File: src/rtl/instr_fetch.sv
// instr_fetch: RV32I fetch stage. Owns the fetch PC, issues word reads over a
// req/gnt/rvalid handshake, and queues returned words with their PCs in a
// 2-entry FIFO for decode. Redirects flush queued and in-flight fetches.
module instr_fetch #(
  parameter int unsigned      WIDTH    = 32,
  parameter logic [WIDTH-1:0] RESET_PC = '0
) (
  input  logic             clk,
  input  logic             rst_n,
  input  logic             redirect,
  input  logic [WIDTH-1:0] redirect_pc,
  output logic             imem_req,
  output logic [WIDTH-1:0] imem_addr,
  input  logic             imem_gnt,
  input  logic             imem_rvalid,
  input  logic [WIDTH-1:0] imem_rdata,
  output logic             instr_valid,
  input  logic             instr_ready,
  output logic [WIDTH-1:0] instr,
  output logic [WIDTH-1:0] instr_pc
);

  // Architectural fetch PC
  logic [WIDTH-1:0] fetch_pc_q, fetch_pc_d;

  // PCs of granted, not-yet-answered, non-stale reads (in issue order)
  logic [WIDTH-1:0] pend_pc_q [2];
  logic             pend_head_q, pend_head_d;
  logic [1:0]       pend_cnt_q, pend_cnt_d;

  // All granted, unanswered reads, and how many of those are stale
  logic [1:0]       inflight_q, inflight_d;
  logic [1:0]       drop_q, drop_d;

  // Output FIFO of {pc, instr}
  logic [WIDTH-1:0] fifo_pc_q [2];
  logic [WIDTH-1:0] fifo_instr_q [2];
  logic             fifo_head_q, fifo_head_d;
  logic [1:0]       count_q, count_d;

  logic             pop;
  logic             issue;
  logic             resp_dec;
  logic             deliver;
  logic             push;
  logic             pend_push;
  logic             pend_tail;
  logic             fifo_tail;
  logic [2:0]       credit_used;

  // Low address bits of the target are architecturally ignored
  logic             unused_redirect_lsbs;
  assign unused_redirect_lsbs = ^redirect_pc[1:0];

  // Handshake decode and output drive
  always_comb begin
    pop         = (count_q != 2'd0) && instr_ready;
    // Every in-flight read needs a FIFO slot reserved for its answer
    credit_used = {1'b0, inflight_q} + {1'b0, count_q} - {2'b00, pop};
    imem_req    = rst_n && !redirect && (credit_used < 3'd2);
    imem_addr   = fetch_pc_q;
    issue       = imem_req && imem_gnt;
    resp_dec    = imem_rvalid && (inflight_q != 2'd0);
    deliver     = imem_rvalid && !redirect && (drop_q == 2'd0) && (pend_cnt_q != 2'd0);
    push        = deliver && ((count_q != 2'd2) || pop);
    pend_push   = issue && (pend_cnt_q != 2'd2);
    // With two slots, tail is head when empty or full, the other slot otherwise
    pend_tail   = pend_head_q ^ pend_cnt_q[0];
    fifo_tail   = fifo_head_q ^ count_q[0];
    instr_valid = (count_q != 2'd0);
    instr       = fifo_instr_q[fifo_head_q];
    instr_pc    = fifo_pc_q[fifo_head_q];
  end

  // Next-state for PC, counters and queue pointers; redirect overrides everything
  always_comb begin
    fetch_pc_d  = fetch_pc_q;
    pend_head_d = pend_head_q;
    pend_cnt_d  = pend_cnt_q;
    inflight_d  = inflight_q;
    drop_d      = drop_q;
    fifo_head_d = fifo_head_q;
    count_d     = count_q;
    if (redirect) begin
      fetch_pc_d  = {redirect_pc[WIDTH-1:2], 2'b00};
      pend_head_d = 1'b0;
      pend_cnt_d  = 2'd0;
      fifo_head_d = 1'b0;
      count_d     = 2'd0;
      // Everything still outstanding after this cycle's answer is stale
      inflight_d  = inflight_q - {1'b0, resp_dec};
      drop_d      = inflight_q - {1'b0, resp_dec};
    end else begin
      if (issue) begin
        fetch_pc_d = fetch_pc_q + WIDTH'(4);
      end
      inflight_d = inflight_q + {1'b0, issue} - {1'b0, resp_dec};
      if (imem_rvalid && (drop_q != 2'd0)) begin
        drop_d = drop_q - 2'd1;
      end
      pend_cnt_d = pend_cnt_q + {1'b0, pend_push} - {1'b0, deliver};
      if (deliver) begin
        pend_head_d = ~pend_head_q;
      end
      count_d = count_q + {1'b0, push} - {1'b0, pop};
      if (pop) begin
        fifo_head_d = ~fifo_head_q;
      end
    end
  end

  // Control state registers
  always_ff @(posedge clk or negedge rst_n) begin
    if (!rst_n) begin
      fetch_pc_q  <= RESET_PC;
      pend_head_q <= 1'b0;
      pend_cnt_q  <= 2'd0;
      inflight_q  <= 2'd0;
      drop_q      <= 2'd0;
      fifo_head_q <= 1'b0;
      count_q     <= 2'd0;
    end else begin
      fetch_pc_q  <= fetch_pc_d;
      pend_head_q <= pend_head_d;
      pend_cnt_q  <= pend_cnt_d;
      inflight_q  <= inflight_d;
      drop_q      <= drop_d;
      fifo_head_q <= fifo_head_d;
      count_q     <= count_d;
    end
  end

  // Pending-PC storage: record the address of each issued read
  always_ff @(posedge clk or negedge rst_n) begin
    if (!rst_n) begin
      pend_pc_q[0] <= '0;
      pend_pc_q[1] <= '0;
    end else if (pend_push) begin
      pend_pc_q[pend_tail] <= fetch_pc_q;
    end
  end

  // FIFO storage: tag each accepted response with its issue PC
  always_ff @(posedge clk or negedge rst_n) begin
    if (!rst_n) begin
      fifo_pc_q[0]    <= '0;
      fifo_pc_q[1]    <= '0;
      fifo_instr_q[0] <= '0;
      fifo_instr_q[1] <= '0;
    end else if (push) begin
      fifo_pc_q[fifo_tail]    <= pend_pc_q[pend_head_q];
      fifo_instr_q[fifo_tail] <= imem_rdata;
    end
  end

endmodule

File: config.mk
export PLATFORM = sky130hd
export DESIGN_NAME = instr_fetch
export DESIGN_NICKNAME = d
export VERILOG_FILES = /design/src/rtl/instr_fetch.sv
export SDC_FILE = /design/constraint.sdc
export NUM_CORES = 1
export LEC_CHECK = 0
export ABC_AREA = 1
export BUFFER_PORTS_ARGS = -buffer_cell sky130_fd_sc_hd__buf_2
export CORE_MARGIN = 2
export CORE_UTILIZATION = 45
export CTS_CLUSTER_DIAMETER = 120
export DETAILED_ROUTE_END_ITERATION = 7
export PLACE_DENSITY = 0.7
export SETUP_SLACK_MARGIN = 0.4
export SLEW_MARGIN = 20
export SYNTH_ARGS = -nofsm -noshare
export SYNTH_HDL_FRONTEND = slang
export SYNTH_SLANG_ARGS = --single-unit
File: constraint.sdc
create_clock -name clk -period 3.18 [get_ports clk]
set_input_delay 0.318 -clock clk [delete_from_list [all_inputs] [get_ports clk]]
set_output_delay 0.318 -clock clk [all_outputs]
set_load 0.03 [all_outputs]
-- After elaboration in Yosys (flattened, before gate mapping)
Index checks and enable logic that the tools add are counted.
W data, S select, Z words.
- bits in registers: 234
- output and inout bits: 98
- add/sub/neg operators: 11
- magnitude comparators: 7
- equal/unequal tests: 2
- multiplexer cells: 27
- bitwise logic cells: 8
- reduce and logical (&&, ||, !) cells: 24
- operator list (kind ; count):
    $mux W32 ; 13
    $bwmux W64 ; 3
    $demux W32 S1 ; 2
    $add A32 B3 Y32 const B ; 1
    $reduce_bool A2 Y1 ; 8
    $logic_and A1 B1 Y1 ; 13
    $mux W2 ; 5
    $ge A2 B2 Y1 const B ; 4
    $not A1 Y2 ; 4
    $sub A2 B1 Y2 ; 4
    $add A2 B1 Y2 ; 3
    $lt A2 B1 Y1 const B ; 2
    $mux W1 ; 4
    $ne A2 B2 Y1 const B ; 2
    $add A2 B2 Y3 ; 1
    $lt A3 B2 Y1 const B ; 1
    $sub A3 B1 Y3 ; 1
    $logic_not A2 Y1 ; 1
    $not A1 Y1 ; 2
    $sub A2 B1 Y2 const B ; 1
    $xor A1 B1 Y1 ; 2
    $logic_not A1 Y1 ; 1
    $logic_or A1 B1 Y1 ; 1

-- Logic depth before layout (Yosys ltp)
Gate-level depths: netlist of the first run.
- depth in word-level cells: 10
- mapped depth: 17
- mapped depth without buffers: 16

-- Least setup slack after synthesis of the first run
OpenSTA, ideal clock, no wires.
- path kind: register to register
- start: register count_q[0]
- end: register inflight_q[1]
- setup time: 136 ps
- arrival time: 2834 ps
- setup slack: 210 ps
- cell stages (with the launch flop): 17
- buffers on the path: 1
- path through: dfrtp_1 > inv_1 > nand2_2 > nand2_2 > inv_1 > nand2_1 > inv_1 > fa_1 > nand3_1 > nand3b_2 > buf_2 > ha_1 > inv_1 > ha_1 > xor2_1 > xor2_1 > o21ai_0
- word-level cells in the longest chain between the ends: 9
- elaborated cells on any way between the ends: 10
- RTL lines (what ; line ; RTL):
    start: declaration ; 39 ; logic [1:0] count_q, count_d;
    start signal: assignment ; 129 ; count_q <= count_d;
    $reduce_bool A2 Y1 ; n/a ;
    named net instr_valid ; 17 ; output logic instr_valid,
    $logic_and A1 B1 Y1 ; 57 ; pop = (count_q != 2'd0) && instr_ready;
    $sub A3 B1 Y3 ; 59 ; credit_used = {1'b0, inflight_q} + {1'b0, count_q} - {2'b00, pop};
    $lt A3 B2 Y1 ; 60 ; imem_req = rst_n && !redirect && (credit_used < 3'd2);
    $logic_and A1 B1 Y1 ; 60 ;
    $logic_and A1 B1 Y1 ; 62 ; issue = imem_req && imem_gnt;
    $add A2 B1 Y2 ; 97 ; inflight_d = inflight_q + {1'b0, issue} - {1'b0, resp_dec};
    $sub A2 B1 Y2 ; 97 ;
    $mux W2 ; 84 ; if (redirect) begin
    named net inflight_d[1] ; 32 ; logic [1:0] inflight_q, inflight_d;
    end signal: assignment ; 126 ; inflight_q <= inflight_d;
    end: declaration ; 32 ;
The timed path passes the listed nets, and every way through them passes these cells.
A chain may end at the register's enable or synchronous reset.

-- Worst setup path in the final report of the first run
- start: register count_q[0]
- end: register inflight_q[1]
- word-level cells in the longest chain between the ends: 9
- elaborated cells on any way between the ends: 10
- RTL lines (what ; line):
    parallel branches: the longest is 2 deep, another holds $add A2 B2 Y3 ; n/a
    $sub A3 B1 Y3 (*) ; 59
    $lt A3 B2 Y1 (*) ; 60
    $logic_and A1 B1 Y1 (*) ; 60
    $logic_and A1 B1 Y1 (*) ; 62
    $add A2 B1 Y2 (*) ; 97
    $sub A2 B1 Y2 (*) ; 97
    $mux W2 (*) ; 84
    named net inflight_d[1] ; 32
Mark *: on every way through the listed nets, which the timed path passes.

==> results of run 1 <==
## worst max-delay path, delay by kind of cell, from the launching register on
family / cells / cell delay [ns]
compound gates: 1 / 0.08
xor+xnor: 2 / 0.35
fa+ha+maj: 3 / 0.98
buf+inv: 4 / 0.23
flops: 1 / 0.43
simple gates: 5 / 0.50
## cell families after synthesis
family | Yosys count
AOI/OAI and AO/OA | 144
xor gates and xnor gates | 16
adders and majority gates | 11
buffers and inverters | 208
DFF | 224
other | 1
and+or+nand+nor | 880
## per-stage QoR
stage                     cells   util  hold slack, ns  worst slack, ns
after floorplan            1487      -          0.0224            0.407
after global placement     1905  0.494           0.126            0.457
after detailed placement   1905  0.494           0.124            0.395
after CTS                  1948  0.526         0.00762            0.387
after global routing       1953  0.529          0.0218            0.353
final                      1953  0.529          0.0185            0.503
## cell usage in the layout, fill, tap and decap left out, types with 3 or more instances in the layout
cell type and n:
nand2_4 4, nor2_2 4, xnor2_1 7, nor2_1 45, buf_2 160, clkbuf_16 25
inv_2 6, o21bai_1 8, nand2_1 683, clkbuf_1 9, clkbuf_8 5, inv_1 116
buf_4 20, o21ai_0 84, xor2_1 7, ha_1 7, conb_1 4, nand3_2 3
nand3_1 134, o21ai_1 46, a21oi_1 4, dfrtp_1 222
## synth_stat cells (2+ instances only)
cell type,number
a21oi_1,4
buf_1,5
buf_2,20
buf_4,7
buf_6,20
clkbuf_1,31
clkinv_1,2
dfrtp_1,224
ha_1,10
inv_1,121
inv_2,2
nand2_1,683
nand2_2,3
nand2_4,2
nand3_1,135
nand3_2,2
nand4_1,2
nor2_1,45
nor2_2,4
o21ai_0,86
o21ai_1,44
o21bai_1,8
xnor2_1,7
xor2_1,8
## path summary, 6_finish.rpt
check,from,end
worst max-delay path,count_q[0]$_DFF_PN0_,inflight_q[1]$_DFF_PN0_
worst min-delay path,redirect_pc[11],imem_addr[11]$_DFFE_PN0P_
worst max register to register,count_q[0]$_DFF_PN0_,inflight_q[1]$_DFF_PN0_
worst min register to register,pend_pc_q[63]$_DFFE_PN0P_,pend_pc_q[63]$_DFFE_PN0P_
max in group asynchronous,rst_n,fifo_instr_q[34]$_DFFE_PN0P_
min in group asynchronous,rst_n,imem_addr[9]$_DFFE_PN0P_
## layout make-up
class / count / area (µm²)
clock buffers: 39 / 728
clock inverters: 3 / 40.0
fillers: 2375 / 11500
inverters: 125 / 473
multi-input cells: 1055 / 4660
flip-flops and latches: 224 / 5610
well taps: 324 / 405
repair buffers: 183 / 996
## power breakdown
part	switching (mW)	total, mW	internal (mW)
Sequential	0.537	4.07	3.54
Clock	1.08	2.72	1.64
Combinational	2.91	4.14	1.23
Total	4.53	10.9	6.40
## sequential cells by signal, indices dropped and copies added, names as in the netlist
name / flops
inflight_q: 2
fifo_pc_q: 60
pend_head_q: 1
imem_addr: 30
drop_q: 2
fifo_head_q: 1
fifo_instr_q: 64
count_q: 2
pend_pc_q: 60
pend_cnt_q: 2
## routing by layer
layer | global-route usage | vias to the layer above | wire length [µm]
met5 | 0 | - | 0
met4 | 0.0483 | 0 | 376
met3 | 0.0259 | 25 | 1250
met2 | 0.325 | 238 | 12300
met1 | 0.296 | 4409 | 12600
li1 | - | 4873 | -
## repair_timing
action,in CTS,in global routing
hold buffers,1,0
pin swaps,0,3
setup endpoints to repair,2,32
buffers inserted,0,5
gates resized for setup,0,12
hold endpoints to repair,32,0
==> impl_summary.md, run 1 <==
Floorplanning
The die covers about 26000 µm². The initial cell density of the core is 0.458. In this run the core area contains 57 standard-cell rows. The count of boundary I/O pins is 168. The die is 162 µm wide. The die span in y is between 150 and 200 µm. In this run the standard cell core region covers about 24000 µm².

Setup path
Among all stages on the critical path, the largest delay is contributed by fa_1. The number of cells on the worst reg-to-reg path is 15. The critical path goes through inv_2 -> nand2_4 -> nand2_4 -> inv_2 -> nand2_1 -> inv_1 -> fa_1 -> nand3_2 -> nand3b_4 -> ha_4 -> inv_1 -> ha_2 -> xor2_1 -> xor2_1 -> o21ai_1. The setup slack on the worst flop-to-flop path is 0.50 ns. The worst setup path is of the reg -> reg kind. The worst setup path is launched from a register. The critical-path maximum fanout is 4. STA puts the critical path data arrival time at approximately 3.1 ns. The maximum cell stage delay along the critical path is 0.52 ns. For the worst setup path, the data required time is ~3.6 ns. STA classifies the critical path endpoint as a register.

Clock network
The root buffer cell is clkbuf_16. The clock slew seen by the registers of the worst setup and hold paths is 0.06 ns. The buffer depth of the longest clock path is 3. The TritonCTS clock tree is built. In this run, CTS created clock tree buffers numbering 25.

The number of clock sinks is approximately 220. For the worst-skew pair, the clock arrives at the later sink with an insertion delay of 0.51 ns. CTS built an H-tree with a depth of 1.

Global route
The overflow left after global routing is 0. Across every metal layer, demand over resource in global routing totals 0.203. The global-route wire length before repair is roughly 44000 µm. The via count of the first global-routing pass is slightly below 9000. The initial antenna violation count is 0. Entering global routing, the biggest net connects around 180 pins.

Placement
The last weighted congestion value of the routability-driven placer is approximately 0.81. Summed over all nets, the half-perimeter wirelength after detailed placement is approximately 17000 µm. The number of buffers added on ports is about 160. The placed standard-cell area is about 12000 µm².

Yosys
Of the total synthesized cell area, the portion taken by XOR and XNOR cells is 0.0132. By area the synthesized netlist is led by dfrtp_1 50%, nand2_1 23%, nand3_1 6.0%. The mux share of post-synthesis cell area is 0. The async set or reset register ratio after synthesis is 1.00.

Of the post-synthesis cell area, the dominant cell type holds 0.501. The number of enable-type register cells in the synthesized netlist is 0. The compound-gate portion of the synthesized area was 0.0668. The dominant combinational cell family by area after synthesis is simple AND/OR/NAND/NOR gates.

Yosys printed 0 warnings. The area share of fa/ha/maj cells after synthesis is 0.0130. The number of distinct library cell variants in the gate-level netlist after synthesis is 33. The most used flip-flop cell after synthesis is dfrtp_1. The library cell occupying the most area in the post-synthesis netlist is dfrtp_1.

Of the total synthesized cell area, the portion taken by AND, OR, NAND and NOR gates is 0.318. After synthesis the netlist holds a flip-flop and latch count of around 220. The total standard cell area after synthesis is 11200 µm².

Of the synthesized area, sequential elements account for 0.501. In the synthesized netlist, the number of instances is around 1500. The mean area per synthesized cell is about 7.5 µm².

Power and ir drop
The standby leakage power is approximately 7.0 nW. The total power density per cell area is around 850 nW/µm². IR analysis of the VDD net gives a maximum drop of 0.391 mV. The overall power consumption is 10.9 mW.

Cells and area
The antenna diode count is 0. The area of all placed cells without fillers is 12900 µm². The count of nets after finishing is 1695. Compared with the post-synthesis result, the final layout area differs by 15.5%. The layout cell share with drive strength beyond 1 is 0.150.

Drt
Before antenna repair, the detailed router went through 5 iterations. The number of DRC violations after detailed-routing iteration 0 is ~670. Dividing the detail-routed wire length by the instance count gives between 10 and 15 µm. Across all layers, the routed design uses 9545 vias. For this run, design rule violations remaining after detail routing come to 0. After detailed routing, the number of vias per cell comes to 4.89. After detailed routing, the total wire length is about 27000 µm. Once detail routing completed, the nets flagged for antenna violations numbered 0.

Timing
The number of max-slew violations in the final report was 0. The number of failing hold endpoints at the final stage is 0. Setup repair after global routing left no endpoint under its margin. The actual slew at the worst max-slew pin is about 1.1 ns. The shortest clock period the worst path allows after layout is ~2.7 ns. The post-route setup TNS is 0 ns. The worst max-slew margin expressed relative to the limit is 0.284. The fmax is 0.374 GHz. The count of final setup violators is 0. The period utilization is 0.842. The final clock skew is 0.0145 ns.

Min path
The hold-critical path depth is 3. The worst min-delay path category is in -> reg.

Status
The run finished with clean final reports.

Job
Across the run, the number of max-cap violations was 0.
No activity file was read; power rests on OpenSTA's default activity.
==> inputs of run 2 (changes only) <==
--- a/config.mk
+++ b/config.mk
@@ -11,7 +11,7 @@
 export CORE_UTILIZATION = 45
 export CTS_CLUSTER_DIAMETER = 120
 export DETAILED_ROUTE_END_ITERATION = 7
-export PLACE_DENSITY = 0.7
+export PLACE_DENSITY = 0.73
 export SETUP_SLACK_MARGIN = 0.4
 export SLEW_MARGIN = 20
 export SYNTH_ARGS = -nofsm -noshare
==> constraint.sdc (replaced) <==
create_clock -name clk -period 2.4 [get_ports clk]
set_input_delay 0.24 -clock clk [delete_from_list [all_inputs] [get_ports clk]]
set_output_delay 0.24 -clock clk [all_outputs]
set_load 0.03 [all_outputs]
==> run 2 against run 1 <==
  * The run now ends with setup timing left
  * Non-clock buffer count rose by 93
  * Cell count rose by 5.1%
  * Power rose by 51%
  * Global-route usage rose by 2.5 points
  * Sequential power rose by 35%
  * Setup slack got worse by 0.70 ns
  * Combinational power rose by 77%
  * Count of clock-buffer cells in the layout did not move
  * Core utilization rose by 7.2 points
  * Flip-flop and latch count did not move
  * Critical path type unchanged
  * Critical endpoint is now pend_cnt_q[1]$_DFF_PN0_
==> impl_summary.md, run 2 (same netlist as run 1, synthesis figures left out) <==
Cells and area
The multi-input combinational cells in the finished layout cover a total of 4990 µm². The library cells used most frequently in the layout, excluding fill and tap cells, are 659 x nand2_1, 223 x dfrtp_1, 126 x buf_2, 119 x nand3_1, 111 x inv_1. More flip-flops sit in one register than any other, and that register is fifo_instr_q. Leaving out fill and tap cells, the most frequent cell in the layout is nand2_1.

Across the whole layout, storage elements account for 5610 µm². The register with the most flip-flops in the layout has 64 of them. For this run, the share of the core covered by cells in the final layout is 0.601. The area added between synthesis and finish is 31.2%. The largest registers in the layout are fifo_instr_q x64, fifo_pc_q x60, pend_pc_q x60. The count of nets after finishing is approximately 1800.

The antenna diode count is 0. In the final layout, the share of cells above drive strength 1 is 0.200. The layout filler cell count is approximately 2100.

Floorplanning
The initial cell density of the core is 0.458. After floorplanning, the core was divided into 57 placement rows. During I/O placement, the number of pins put on the boundary was 168. The floorplan step defined a die boundary enclosing about 26000 µm².

The die is around 160 µm tall. The core area is about 24000 µm². In this run the horizontal extent of the chip is 162 µm.

Power and ir drop
The switching power as a share of total power is 0.410. The design internal power is around 9.7 mW. The share of total power dissipated in the clock network is 0.222. The sequential share of power is 0.333. The overall power consumption is between 15 and 20 mW.

The total power density per cell area is between 1000 and 1500 nW/µm². The worst-case IR drop observed on VDD is about 0.54 mV. For this design the static power due to leakage is about 7.7 nW.

The proportion of power drawn by combinational gates is 0.445. For this design the total switching power over the nets is between 6 and 7 mW.

Global route
The via count of the first global-routing pass was between 9000 and 10000. The total global-route track usage is 0.228. After global routing the overflow that remains totals 0. The initial antenna violation count is 0. The largest net degree at the start of global routing is ~160. The global-route wire length before repair is roughly 49000 µm.

Drt
The number of DRC violations after detailed-routing iteration 0 is roughly 840. Using the TritonRoute via totals, the vias-per-cell ratio works out to about 5. After detailed routing, the average wire length per cell comes to 15.0 µm. After detailed routing, the total wire length is just over 30000 µm. In the routed design, unresolved DRC markers number 0. The detail route stage leaves a number of antenna-violating nets equal to 0. Across all layers, the routed design uses 10302 vias. The number of optimization iterations in the first detailed-route pass is 5.

Timing
Of the available clock period, the critical path in the final layout requires 1.08. Setup violations remaining at the end of the flow were counted as 93. The post-route setup TNS is -9.81 ns. The fmax is about 0.39 GHz. The final worst slack is -0.197 ns. The hold slack is approximately 0.0075 ns. The worst pin sits at a relative slew slack of 0.274. The number of failing hold endpoints at the final stage came to 0. The number of max-slew violations in the final report is 0. The final clock skew is between 0.01 and 0.015 ns. At the pin with the least slew margin, the transition time is about 1.1 ns. The routed design could run at a clock period as short as 2.60 ns. Setup repair after global routing could not meet its margin everywhere.

Setup path
The worst register-to-register path begins at count_q[1]$_DFF_PN0_. By instance count, the cell type seen most on the critical path is inv_2. The maximum cell stage delay along the critical path is 0.53 ns.

The critical-path maximum fanout is 3. The category of the worst setup path launch point is a register. The family of cells with the greatest summed delay on the critical path is adder cells. The data required time at the worst endpoint is between 2 and 3 ns. The critical path in this run is classified as reg -> reg. The arrival time reported for the critical path endpoint is 2.99 ns. The cell with the largest stage delay on the worst path is fa_2. The critical path startpoint is count_q[1]$_DFF_PN0_. The category of the worst setup path capture point is a register.

The signal on the critical path passes through inv_2 -> nand2_4 -> nand2_4 -> inv_4 -> nand2_2 -> inv_2 -> fa_2 -> nand3_2 -> nand3b_4 -> buf_12 -> nor2_8 -> inv_2 -> ha_4 -> inv_2 -> ha_4 -> xor2_1 -> nor2_1. The critical path contains buffers and inverters numbering 6 combined.

Min path
In this run the most critical hold path is launched from redirect_pc[21]. The tightest min-delay check is of the in -> reg type.

Status
The flow ran to the end, but the final reports show violations. The checks that failed: setup timing.

Placement
The number of buffers added on ports is around 160. The congestion estimate from routability-driven global placement came to roughly 0.83. At the placement stage, the worst setup path has a slack of -0.244 ns. Detailed placement finished with a half-perimeter wire length of between 15000 and 20000 µm.

Clock network
The insertion delay of the later-clocked pin in the worst-skew pair is about 0.52 ns. In this run, CTS created clock tree buffers numbering 25. The buffer depth of the longest clock path is 3.

The number of clock sinks is approximately 220. Clock-pin slew was measured on the worst setup and hold paths at approximately 0.06 ns. The tree is rooted in a clkbuf_16. TritonCTS built the clock tree. The H-tree depth is 1.

Job
Across the run, the number of max-cap violations was 0.
-- run 2: cell count changes in the layout (fill, tap and decap cells not counted), sizes merged --
cell / change
clkinv: -1
buf: +31
bufbuf: +3
clkbuf: +7
dlygate4sd3: +52
inv: +3
nand2: +4
-- run 2: worst min-delay path, cell delays in order --
cell	delay, ns
buf_2	0.07
nand2_1	0.04
nand2_1	0.05
inv_1	0.03
nand2_1	0.05
-- run 2: final timing paths --
path / endpoint / slack, ns / cells past startpoint
setup reg to reg: pend_cnt_q[1]$_DFF_PN0_ / -0.20 / 17
max in group asynchronous: fifo_head_q$_DFFE_PN0P_ / 1.16 / 3
hold reg to reg: pend_pc_q[55]$_DFFE_PN0P_ / 0.47 / 2
hold / removal: imem_addr[21]$_DFFE_PN0P_ / 0.008 / 5
setup / recovery: pend_cnt_q[1]$_DFF_PN0_ / -0.20 / 17
min in group asynchronous: pend_pc_q[25]$_DFFE_PN0P_ / 0.47 / 3
-- run 2: per-stage QoR --
step,cell area (µm²),cells
2_1_floorplan,11300,1487
6_report,14700,2052
3_3_place_gp,12300,1924
4_1_cts,14200,2040
5_1_grt,14700,2052
3_5_place_dp,12300,1924
-- run 2: area by class of cell --
| class | instances | share of cell area |
|---|---|---|
| well taps | 324 | 0.0276 |
| repair inverters | 1 | 0.00111 |
| multi-input cells | 1059 | 0.340 |
| flip-flops and latches | 224 | 0.382 |
| inverters | 125 | 0.0342 |
| clock inverters | 4 | 0.00375 |
| repair buffers | 276 | 0.162 |
| clock buffers | 39 | 0.0490 |
-- run 2: per-layer routing --
metal,vias to the layer above,wire length (µm),global-route usage
met5,-,0,0
met4,0,650,0.0748
met3,53,1870,0.0290
met2,341,14600,0.376
met1,4840,13600,0.313
li1,5068,-,-
-- run 2: power groups by stage --
stage                     Combinational, mW  Clock (mW)  Sequential [mW]
final                                  7.33        3.66             5.48
after global routing                   7.94        3.89             5.60
after CTS                              6.55        3.73             5.40
after detailed placement               5.74           0             5.45
after global placement                 5.60           0             5.42
after floorplan                        3.83           0             5.48
-- run 2: repair_timing --
action	4_1_cts	5_1_grt
buffers inserted	8	7
cloned	12	5
hold buffers	53	0
hold endpoints to repair	233	0
resized for setup	66	132
pin swaps	7	15
setup endpoints to repair	119	114
